$ cat src/rtl/mod_reduct_64bgoldilocks_pipe_pkg.sv
// rtl/mod_reduct_64bgoldilocks_pipe_pkg.sv - Goldilocks field constants and latency helper
// Shared by the reduction datapath, its pipeline wrapper and parent modules.
package mod_reduct_64bgoldilocks_pipe_pkg;

  typedef logic [63:0]  gl_word_t;
  typedef logic [127:0] gl_wide_t;

  localparam gl_word_t GOLDILOCKS_P = 64'hFFFF_FFFF_0000_0001;
  localparam gl_word_t EPS          = 64'h0000_0000_FFFF_FFFF;

  localparam int                 LAT_MAX         = 3;
  localparam logic [LAT_MAX-1:0] LAT_PIPE_MH_DEF = 3'b111;

  function automatic int get_latency(input int in_pipe, input logic [LAT_MAX-1:0] lat_pipe_mh);
    int n;
    n = (in_pipe != 0) ? 1 : 0;
    for (int k = 0; k < LAT_MAX; k++) begin
      if (lat_pipe_mh[k]) n = n + 1;
    end
    return n;
  endfunction

endpackage

$ cat src/rtl/goldilocks_fold_core.sv
// rtl/goldilocks_fold_core.sv - combinational fold/accumulate/canonicalise for one lane
// The three sections are exposed separately so the wrapper can register between them.
module goldilocks_fold_core
  import mod_reduct_64bgoldilocks_pipe_pkg::*;
(
  input  logic [127:0] a_i,
  output logic [63:0]  t0_o,
  output logic [63:0]  t1_o,
  input  logic [63:0]  t0_i,
  input  logic [63:0]  t1_i,
  output logic [63:0]  r_o,
  input  logic [63:0]  r_i,
  output logic [63:0]  z_o
);

  logic [63:0] l;
  logic [31:0] h0;
  logic [31:0] h1;
  logic [64:0] diff;
  logic [64:0] sum;
  logic [64:0] canon;

  // 2^64 == EPS and 2^96 == -1 (mod p), so a == l - h1 + h0*EPS.
  always_comb begin
    l     = a_i[63:0];
    h0    = a_i[95:64];
    h1    = a_i[127:96];
    diff  = {1'b0, l} - {33'b0, h1};
    t0_o  = diff[64] ? (diff[63:0] - EPS) : diff[63:0];
    t1_o  = {h0, 32'b0} - {32'b0, h0};
    sum   = {1'b0, t0_i} + {1'b0, t1_i};
    r_o   = sum[64] ? (sum[63:0] + EPS) : sum[63:0];
    canon = {1'b0, r_i} - {1'b0, GOLDILOCKS_P};
    z_o   = canon[64] ? r_i : canon[63:0];
  end

endmodule

$ cat src/rtl/mod_reduct_64bgoldilocks_pipe.sv
// rtl/mod_reduct_64bgoldilocks_pipe.sv - multi-lane pipelined 128-bit mod Goldilocks reduction
// Stage 0 is the optional input register; stages 1..LAT_MAX follow the LAT_PIPE_MH bits.
module mod_reduct_64bgoldilocks_pipe
  import mod_reduct_64bgoldilocks_pipe_pkg::*;
#(
  parameter int                 NB_CHAN     = 1,
  parameter int                 IN_PIPE     = 1,
  parameter logic [LAT_MAX-1:0] LAT_PIPE_MH = LAT_PIPE_MH_DEF,
  parameter int                 SIDE_W      = 0,
  parameter int                 RST_SIDE    = 0
) (
  input  logic                                clk,
  input  logic                                a_rst_n,
  input  logic [NB_CHAN*128-1:0]              a,
  input  logic                                a_avail,
  input  logic [((SIDE_W > 0) ? SIDE_W : 1)-1:0] a_side,
  output logic [NB_CHAN*64-1:0]               z,
  output logic                                z_avail,
  output logic [((SIDE_W > 0) ? SIDE_W : 1)-1:0] z_side
);

  localparam int               SW     = (SIDE_W > 0) ? SIDE_W : 1;
  localparam logic [LAT_MAX:0] STG_EN = {LAT_PIPE_MH, (IN_PIPE != 0)};

  logic [LAT_MAX:0]   av_q;
  logic [LAT_MAX+1:0] av;
  logic [SW-1:0]      sd_q [LAT_MAX+1];
  logic [SW-1:0]      sd   [LAT_MAX+2];

  // av[s] is the avail entering stage s; unregistered stages pass straight through.
  always_comb begin
    av[0] = a_avail & a_rst_n;
    sd[0] = a_side;
    for (int s = 0; s <= LAT_MAX; s++) begin
      av[s+1] = STG_EN[s] ? av_q[s] : av[s];
      sd[s+1] = STG_EN[s] ? sd_q[s] : sd[s];
    end
  end

  always_ff @(posedge clk or negedge a_rst_n) begin
    if (!a_rst_n) begin
      av_q <= '0;
    end else begin
      for (int s = 0; s <= LAT_MAX; s++) av_q[s] <= STG_EN[s] & av[s];
    end
  end

  if (RST_SIDE != 0) begin : g_side_rst
    always_ff @(posedge clk or negedge a_rst_n) begin
      if (!a_rst_n) begin
        for (int s = 0; s <= LAT_MAX; s++) sd_q[s] <= '0;
      end else begin
        for (int s = 0; s <= LAT_MAX; s++) begin
          if (STG_EN[s] && av[s]) sd_q[s] <= sd[s];
        end
      end
    end
  end else begin : g_side_nrst
    always_ff @(posedge clk) begin
      for (int s = 0; s <= LAT_MAX; s++) begin
        if (STG_EN[s] && av[s]) sd_q[s] <= sd[s];
      end
    end
  end

  assign z_avail = av[LAT_MAX+1];
  assign z_side  = sd[LAT_MAX+1];

  for (genvar ch = 0; ch < NB_CHAN; ch++) begin : g_lane
    logic [127:0] a_d;
    logic [127:0] a_s;
    logic [63:0]  t0_d;
    logic [63:0]  t1_d;
    logic [63:0]  t0_s;
    logic [63:0]  t1_s;
    logic [63:0]  r_d;
    logic [63:0]  r_s;
    logic [63:0]  z_d;
    logic [63:0]  z_s;

    assign a_d = a[ch*128 +: 128];

    goldilocks_fold_core u_core (
      .a_i  (a_s),
      .t0_o (t0_d),
      .t1_o (t1_d),
      .t0_i (t0_s),
      .t1_i (t1_s),
      .r_o  (r_d),
      .r_i  (r_s),
      .z_o  (z_d)
    );

    if (STG_EN[0]) begin : g_in_reg
      logic [127:0] a_q;
      always_ff @(posedge clk) if (av[0]) a_q <= a_d;
      assign a_s = a_q;
    end else begin : g_in_wire
      assign a_s = a_d;
    end

    if (STG_EN[1]) begin : g_fold_reg
      logic [63:0] t0_q;
      logic [63:0] t1_q;
      always_ff @(posedge clk) begin
        if (av[1]) begin
          t0_q <= t0_d;
          t1_q <= t1_d;
        end
      end
      assign t0_s = t0_q;
      assign t1_s = t1_q;
    end else begin : g_fold_wire
      assign t0_s = t0_d;
      assign t1_s = t1_d;
    end

    if (STG_EN[2]) begin : g_acc_reg
      logic [63:0] r_q;
      always_ff @(posedge clk) if (av[2]) r_q <= r_d;
      assign r_s = r_q;
    end else begin : g_acc_wire
      assign r_s = r_d;
    end

    if (STG_EN[3]) begin : g_can_reg
      logic [63:0] z_q;
      always_ff @(posedge clk) if (av[3]) z_q <= z_d;
      assign z_s = z_q;
    end else begin : g_can_wire
      assign z_s = z_d;
    end

    assign z[ch*64 +: 64] = z_s;
  end

endmodule

$ cat config.mk
export PLATFORM = sky130hd
export DESIGN_NAME = mod_reduct_64bgoldilocks_pipe
export DESIGN_NICKNAME = d
export VERILOG_FILES = /design/src/rtl/mod_reduct_64bgoldilocks_pipe_pkg.sv /design/src/rtl/goldilocks_fold_core.sv /design/src/rtl/mod_reduct_64bgoldilocks_pipe.sv
export SDC_FILE = /design/constraint.sdc
export NUM_CORES = 1
export LEC_CHECK = 0
export BUFFER_PORTS_ARGS = -buffer_cell sky130_fd_sc_hd__buf_2
export CAP_MARGIN = 40
export CORE_MARGIN = 3
export CORE_UTILIZATION = 55
export DETAILED_ROUTE_END_ITERATION = 12
export GPL_TIMING_DRIVEN = 1
export PLACE_DENSITY = 0.7
export SETUP_SLACK_MARGIN = 0.3
export SLEW_MARGIN = 20
export SYNTH_ARGS = -nofsm -noshare
export SYNTH_HDL_FRONTEND = slang
export SYNTH_HIERARCHICAL = 1
export SYNTH_SLANG_ARGS = --single-unit
$ cat constraint.sdc
create_clock -name clk -period 5.1 [get_ports clk]
set_input_delay 1.53 -clock clk [delete_from_list [all_inputs] [get_ports clk]]
set_output_delay 1.53 -clock clk [all_outputs]
set_load 0.01 [all_outputs]
# Word level (Yosys, flattened, before mapping)
# Memories as Yosys holds them, arrays and structs flattened.
# Cells that the tools add are included.
classes:
  n_addsub: 6
  muxes: 11
  bitwise_logic: 1
op_table:
  columns: ["cell", "n"]
  rows:
  - ["two-way mux 64 bit", 3]
  - ["adder 64 x 64 -> 65 bit", 1]
  - ["subtractor 64 x 32 -> 65 bit", 1]
  - ["subtractor 64 x 64 -> 65 bit, second input constant", 1]
  - ["adder 64 x 32 -> 64 bit, second input constant", 1]
  - ["subtractor 64 x 32 -> 64 bit", 1]
  - ["subtractor 64 x 32 -> 64 bit, second input constant", 1]
  - ["two-way mux 1 bit", 8]
  - ["bitwise AND 1 bit", 1]
totals:
  regBits: 388
  mem_bits_rw: 4
  input_bits: 132
  n_memories: 1
mem_list:
  columns: ["name", "words", "word_bits", "rd", "rd_clocked_by_memory_dff", "wr", "line_no", "text"]
  rows:
  - ["sd_q", 4, 1, 4, 0, 4, "mod_reduct_64bgoldilocks_pipe.sv:27", "logic [SW-1:0] sd_q [LAT_MAX+1];"]

# Depth between registers and ports, before layout
depth:
  word_depth: 3
  depth_mapped: 16
  mapped_depth_nobuf: 15

# Modules after synthesis
# The synthesis kept the hierarchy.
by_module_without_submodules:
  columns: ["mod", "n_inst", "cells_each", "area_each_um2", "seq_area_each_um2"]
  rows:
  - ["mod_reduct_64bgoldilocks_pipe", 1, 393, 11757.5, 11751.3]
  - ["goldilocks_fold_core", 1, 1782, 11668.7, 0.0]

# Worst setup path after synthesis
# OpenSTA, ideal clock, no wires.
synth_timing:
  kind: "input to register"
  from: "input port a_rst_n"
  to: "register g_lane[0].g_in_reg.a_q[0] (enable)"
  setup_ps: 503
  t_arrival_ps: 4498
  slack_ps: 98
  cell_stages: 1
  path_buffers: 0
  path_cell_list: "and2_1"
synth_between:
  elab_chain_len: 1
synth_rtl:
  columns: ["item", "line_no", "text"]
  rows:
  - ["start: declaration", "mod_reduct_64bgoldilocks_pipe.sv:13", "input logic a_rst_n,"]
  - ["bitwise AND 1 bit", "mod_reduct_64bgoldilocks_pipe.sv:32", "av[0] = a_avail & a_rst_n;"]
  - ["end signal: assignment", "mod_reduct_64bgoldilocks_pipe.sv:96", "always_ff @(posedge clk) if (av[0]) a_q <= a_d;"]
  - ["end: declaration", "mod_reduct_64bgoldilocks_pipe.sv:95", "logic [127:0] a_q;"]
# Every way passes these cells.
# A chain may end at the register's enable or synchronous reset.

# Worst setup path in the final report
layout_timing:
  from: "register g_lane[0].g_fold_reg.t0_q[0]"
  to: "register g_lane[0].g_acc_reg.r_q[53], data pin"
layout_between:
  elab_chain_len: 3
layout_rtl:
  columns: ["item", "line_no", "text"]
  rows:
  - ["start: declaration", "mod_reduct_64bgoldilocks_pipe.sv:103", "logic [63:0] t0_q;"]
  - ["start signal: assignment", "mod_reduct_64bgoldilocks_pipe.sv:107", "t0_q <= t0_d;"]
  - ["adder 64 x 64 -> 65 bit *", "goldilocks_fold_core.sv:31", "sum = {1'b0, t0_i} + {1'b0, t1_i};"]
  - ["adder 64 x 32 -> 64 bit", "goldilocks_fold_core.sv:32", "r_o = sum[64] ? (sum[63:0] + EPS) : sum[63:0];"]
  - ["two-way mux 64 bit *", "goldilocks_fold_core.sv:32", null]
  - ["via g_lane[0].r_d[53]", "mod_reduct_64bgoldilocks_pipe.sv:76", "logic [63:0] r_d;"]
  - ["end signal: assignment", "mod_reduct_64bgoldilocks_pipe.sv:120", "always_ff @(posedge clk) if (av[2]) r_q <= r_d;"]
  - ["end: declaration", "mod_reduct_64bgoldilocks_pipe.sv:119", "logic [63:0] r_q;"]
# The timed path passes the listed nets; every way through them passes the cells marked *.

==> results_dict.tcl <==
set metrics [dict create \
    status "completed" \
    timing_worst_setup_path_type "reg2reg" \
    vdd_drop_max_mv 0.286 \
    synth_flop_cell "sky130_fd_sc_hd__edfxtp_1" \
    setup_total_negative_slack_ps 0 \
    clk-insertion-delay-late_ps 580 \
    achievable-frequency_mhz 216 \
    antenna_found_initial 0 \
    worst_setup_hold_path_clk_slew_ps 60 \
    die_w_um 212 \
    final_cell_count_no_fill 2944 \
    drv_cap 0 \
    totalPowerFinal_mw 9.43 \
    area_of_the_multi_input_gates_um2 11200 \
    critical-path-slowest-cell "sky130_fd_sc_hd__or4_4" \
    gp_routability_congestion 0.946 \
    start_util 0.565 \
    global_route_wire_length_before_repair_um 92400 \
    postLayoutSetupSlackWorst_ps 471 \
    post_synth_and_or_nand_nor_area_fraction 0.186 \
    final_layout_size_suffix_gt1_frac 0.156 \
    place.detailed.hpwl_um 48000 \
    io_pins 198 \
    drc_errors 0 \
    globalRouteTotalUtil 0.262 \
    ys_ff_latch 392 \
    largest_family_of_logic_cells_by_synthesized_area "simple AND/OR/NAND/NOR gates" \
    synth_most_common_cell "sky130_fd_sc_hd__edfxtp_1" \
    number_of_slew_limit_violations_in_the_final_report 0 \
    die_area_um2 45100 \
    diodes 0 \
    die_height_um 212 \
    final_hold_viol_count 0 \
    leading_cell_types_by_total_area_after_synthesis "sky130_fd_sc_hd__edfxtp_1 (50%), sky130_fd_sc_hd__ha_1 (5.3%), sky130_fd_sc_hd__xnor2_1 (5.3%), sky130_fd_sc_hd__xor2_1 (4.0%), sky130_fd_sc_hd__nand2_1 (2.9%)" \
    maxSlewHeadroom 0.431 \
    yosysSeqAreaShare 0.502 \
    timing.critical_path.slowest_cell_delay_ps 600 \
    cts_inserted_buffers 41 \
    cts-htree-levels 2 \
    cts-root-to-sink-buffers 3 \
    p_per_area_nw_per_um2 356 \
    synth_area_per_cell_um2 10.8 \
    synth_enable_flop_cells 388 \
    placed_cell_area_um2 25100 \
    yosys.area_share.xor_xnor 0.0931 \
    yosys_warnings 6 \
    firstDrtPassIters 6 \
    synthDominantAreaCellType "sky130_fd_sc_hd__edfxtp_1" \
    synthesis.instances 2175 \
    hold_path.class "reg2reg" \
    synth_mux_area_frac 0.00764 \
    fin_skew_ps 32.6 \
    leakage_nw 9.65 \
    yosysTopAreaCellShare 0.497 \
    fin_util 0.638 \
    grt_overflow 0 \
    syn-num-nets 2409 \
    synthDistinctLibCells 97 \
    core_region_area_um2 41500 \
    drt.antenna.violating_nets 0 \
    first_global_vias 16981 \
    timing.critical_path.arrival_ps 4930 \
    synth.top_cells.by_count "sky130_fd_sc_hd__edfxtp_1 (388), sky130_fd_sc_hd__nand2_1 (179), sky130_fd_sc_hd__nor2_1 (168)" \
    area_growth_pct 13.0 \
    place.detailed.instances 2870 \
    unrepaired_setup_endpoints_after_global_routing "no" \
    min_period_ps 4630 \
    worstSetupEndpointType "flop" \
    cts_setup_buffers 0 \
    maximum_number_of_pins_on_one_net_before_global_route_repair 70 \
    count_of_buffers_from_port_buffering 197 \
    routed_wirelength_um 59500 \
    post-route-cell-area_um2 26500 \
    post_synth_instance_area_um2 23400 \
    rows 74 \
    cts_root_buffer "sky130_fd_sc_hd__clkbuf_16" \
    synth-compound-area-share 0.133 \
    final_worst_hold_slack_ps 429 \
    cts.sinks 392 \
    clock_tree_from_tritoncts "built" \
    worst_setup_slack_post_dpl_ps 477 \
    routedWlPerCell_um 20.2 \
    crit_path_max_fanout 9 \
    timing.critical_path.required_ps 5410 \
    route.detailed.vias_per_inst 6.00 \
    filler_cell_count 3326 \
    first_iter_violations 1407 \
    timing_worst_slew_pin_value_ps 846 \
    timing.critical_path.cells "ha_1 > inv_1 > fa_1 > nand2b_1 > a21oi_4 > o21ai_1 > o21ba_2 > o21ai_4 > o21ai_1 > xor2_1 > or4_4 > or4_4 > or3b_1 > xnor2_1" \
    crit_path_start_kind "flop" \
    synth-async-reset-ratio 0.0102 \
    vias 17678 \
    ff_latch_area_um2 11800 \
    final_min_period_over_clock_period 0.908 \
    post_synth_fa_ha_maj_area_fraction 0.0551 \
    final_nets 2616 \
    setup_violations 0 \
]
cells by family after synthesis:
group | count (synthesis)
compound gates | 464
simple gates | 816
xor+xnor | 249
mux | 17
flops | 392
fa+ha+maj | 102
buf+inv | 135
path summary, 6_finish.rpt:
| kind | slack (ps) | startpoint | endpoint | cells after the start |
|---|---|---|---|---|
| worst max-delay path | 470 | g_lane[0].g_fold_reg.t0_q[0]$_DFFE_PP_ | g_lane[0].g_acc_reg.r_q[53]$_DFFE_PP_ | 14 |
| worst min-delay path | 430 | sd_q[2]$_DFFE_PP_ | sd_q[3]$_DFFE_PP_ | 0 |
| worst max register to register | 470 | g_lane[0].g_fold_reg.t0_q[0]$_DFFE_PP_ | g_lane[0].g_acc_reg.r_q[53]$_DFFE_PP_ | 14 |
| worst min register to register | 430 | sd_q[2]$_DFFE_PP_ | sd_q[3]$_DFFE_PP_ | 0 |
| max in group asynchronous | 4200 | a_rst_n | av_q[0]$_DFF_PN0_ | 1 |
| min in group asynchronous | 760 | a_rst_n | av_q[0]$_DFF_PN0_ | 1 |
per-layer routing:
metal / part of all wire / global-route usage / vias to the layer above
met5: 0 / 0 / -
li1: - / - / 8608
met4: 0.034 / 0.0945 / 0
met3: 0.059 / 0.0385 / 105
met2: 0.46 / 0.428 / 652
met1: 0.44 / 0.361 / 8313
flip-flops by register name (all words and copies together) (netlist names):
register                cells
g_lane.g_fold_reg.t0_q     64
g_lane.g_acc_reg.r_q       64
z                          64
g_lane.a_s                128
av_q                        4
sd_q                        4
g_lane.g_fold_reg.t1_q     64
critical path, delay by kind of cell (launching register included):
kind | cells | cell delay, ps
AOI/OAI and AO/OA | 5 | 1310
xor gates and xnor gates | 2 | 340
adders and majority gates | 2 | 550
buffers and inverters | 1 | 60
DFF | 1 | 320
and+or+nand+nor | 4 | 1790
cells in the final DEF, fill, tap and decap left out, types with 11 or more instances in the layout:
cell type                   count
sky130_fd_sc_hd__o211ai_1      19
sky130_fd_sc_hd__edfxtp_1     388
sky130_fd_sc_hd__clkbuf_16     41
sky130_fd_sc_hd__buf_4         32
sky130_fd_sc_hd__a211o_1       11
sky130_fd_sc_hd__a21o_1        49
sky130_fd_sc_hd__xor2_1       108
sky130_fd_sc_hd__nand3_1       52
sky130_fd_sc_hd__o21ai_0       75
sky130_fd_sc_hd__or3_1         38
sky130_fd_sc_hd__a211oi_1      19
sky130_fd_sc_hd__o21a_1        17
sky130_fd_sc_hd__nor3_1        79
sky130_fd_sc_hd__nor2b_1       32
sky130_fd_sc_hd__nand2_1      179
sky130_fd_sc_hd__inv_1         65
sky130_fd_sc_hd__nand2b_1      27
sky130_fd_sc_hd__nor4_1        36
sky130_fd_sc_hd__nand4_1       58
sky130_fd_sc_hd__ha_1         100
sky130_fd_sc_hd__or4_1         13
sky130_fd_sc_hd__o31ai_1       13
sky130_fd_sc_hd__or2_2         14
sky130_fd_sc_hd__and3_1        19
sky130_fd_sc_hd__xnor2_1      141
sky130_fd_sc_hd__and2_1        36
sky130_fd_sc_hd__nor2_1       168
sky130_fd_sc_hd__a31oi_1       12
sky130_fd_sc_hd__a21oi_1      126
sky130_fd_sc_hd__o21ai_1       17
sky130_fd_sc_hd__buf_2        199
power by group:
group	switching [mW]	internal, mW
clock network	1.25	1.70
logic	1.53	0.898
registers	0.143	3.90
total	2.93	6.50
layout make-up:
cell class                      count  area share
Clock inverter                     28      0.0117
Clock buffer                       45      0.0393
Timing Repair Buffer              234      0.0479
Sequential cell                   392       0.444
Inverter                           65     0.00922
Multi-Input combinational cell   1648       0.423
Tap cell                          532      0.0251
timing repair:
action,CTS,global route
gates resized for setup,0,6
setup endpoints to repair,0,2
hold buffers,0,0
endpoints found under the hold margin,0,0
Note: power is estimated with default switching activity, not from simulation.
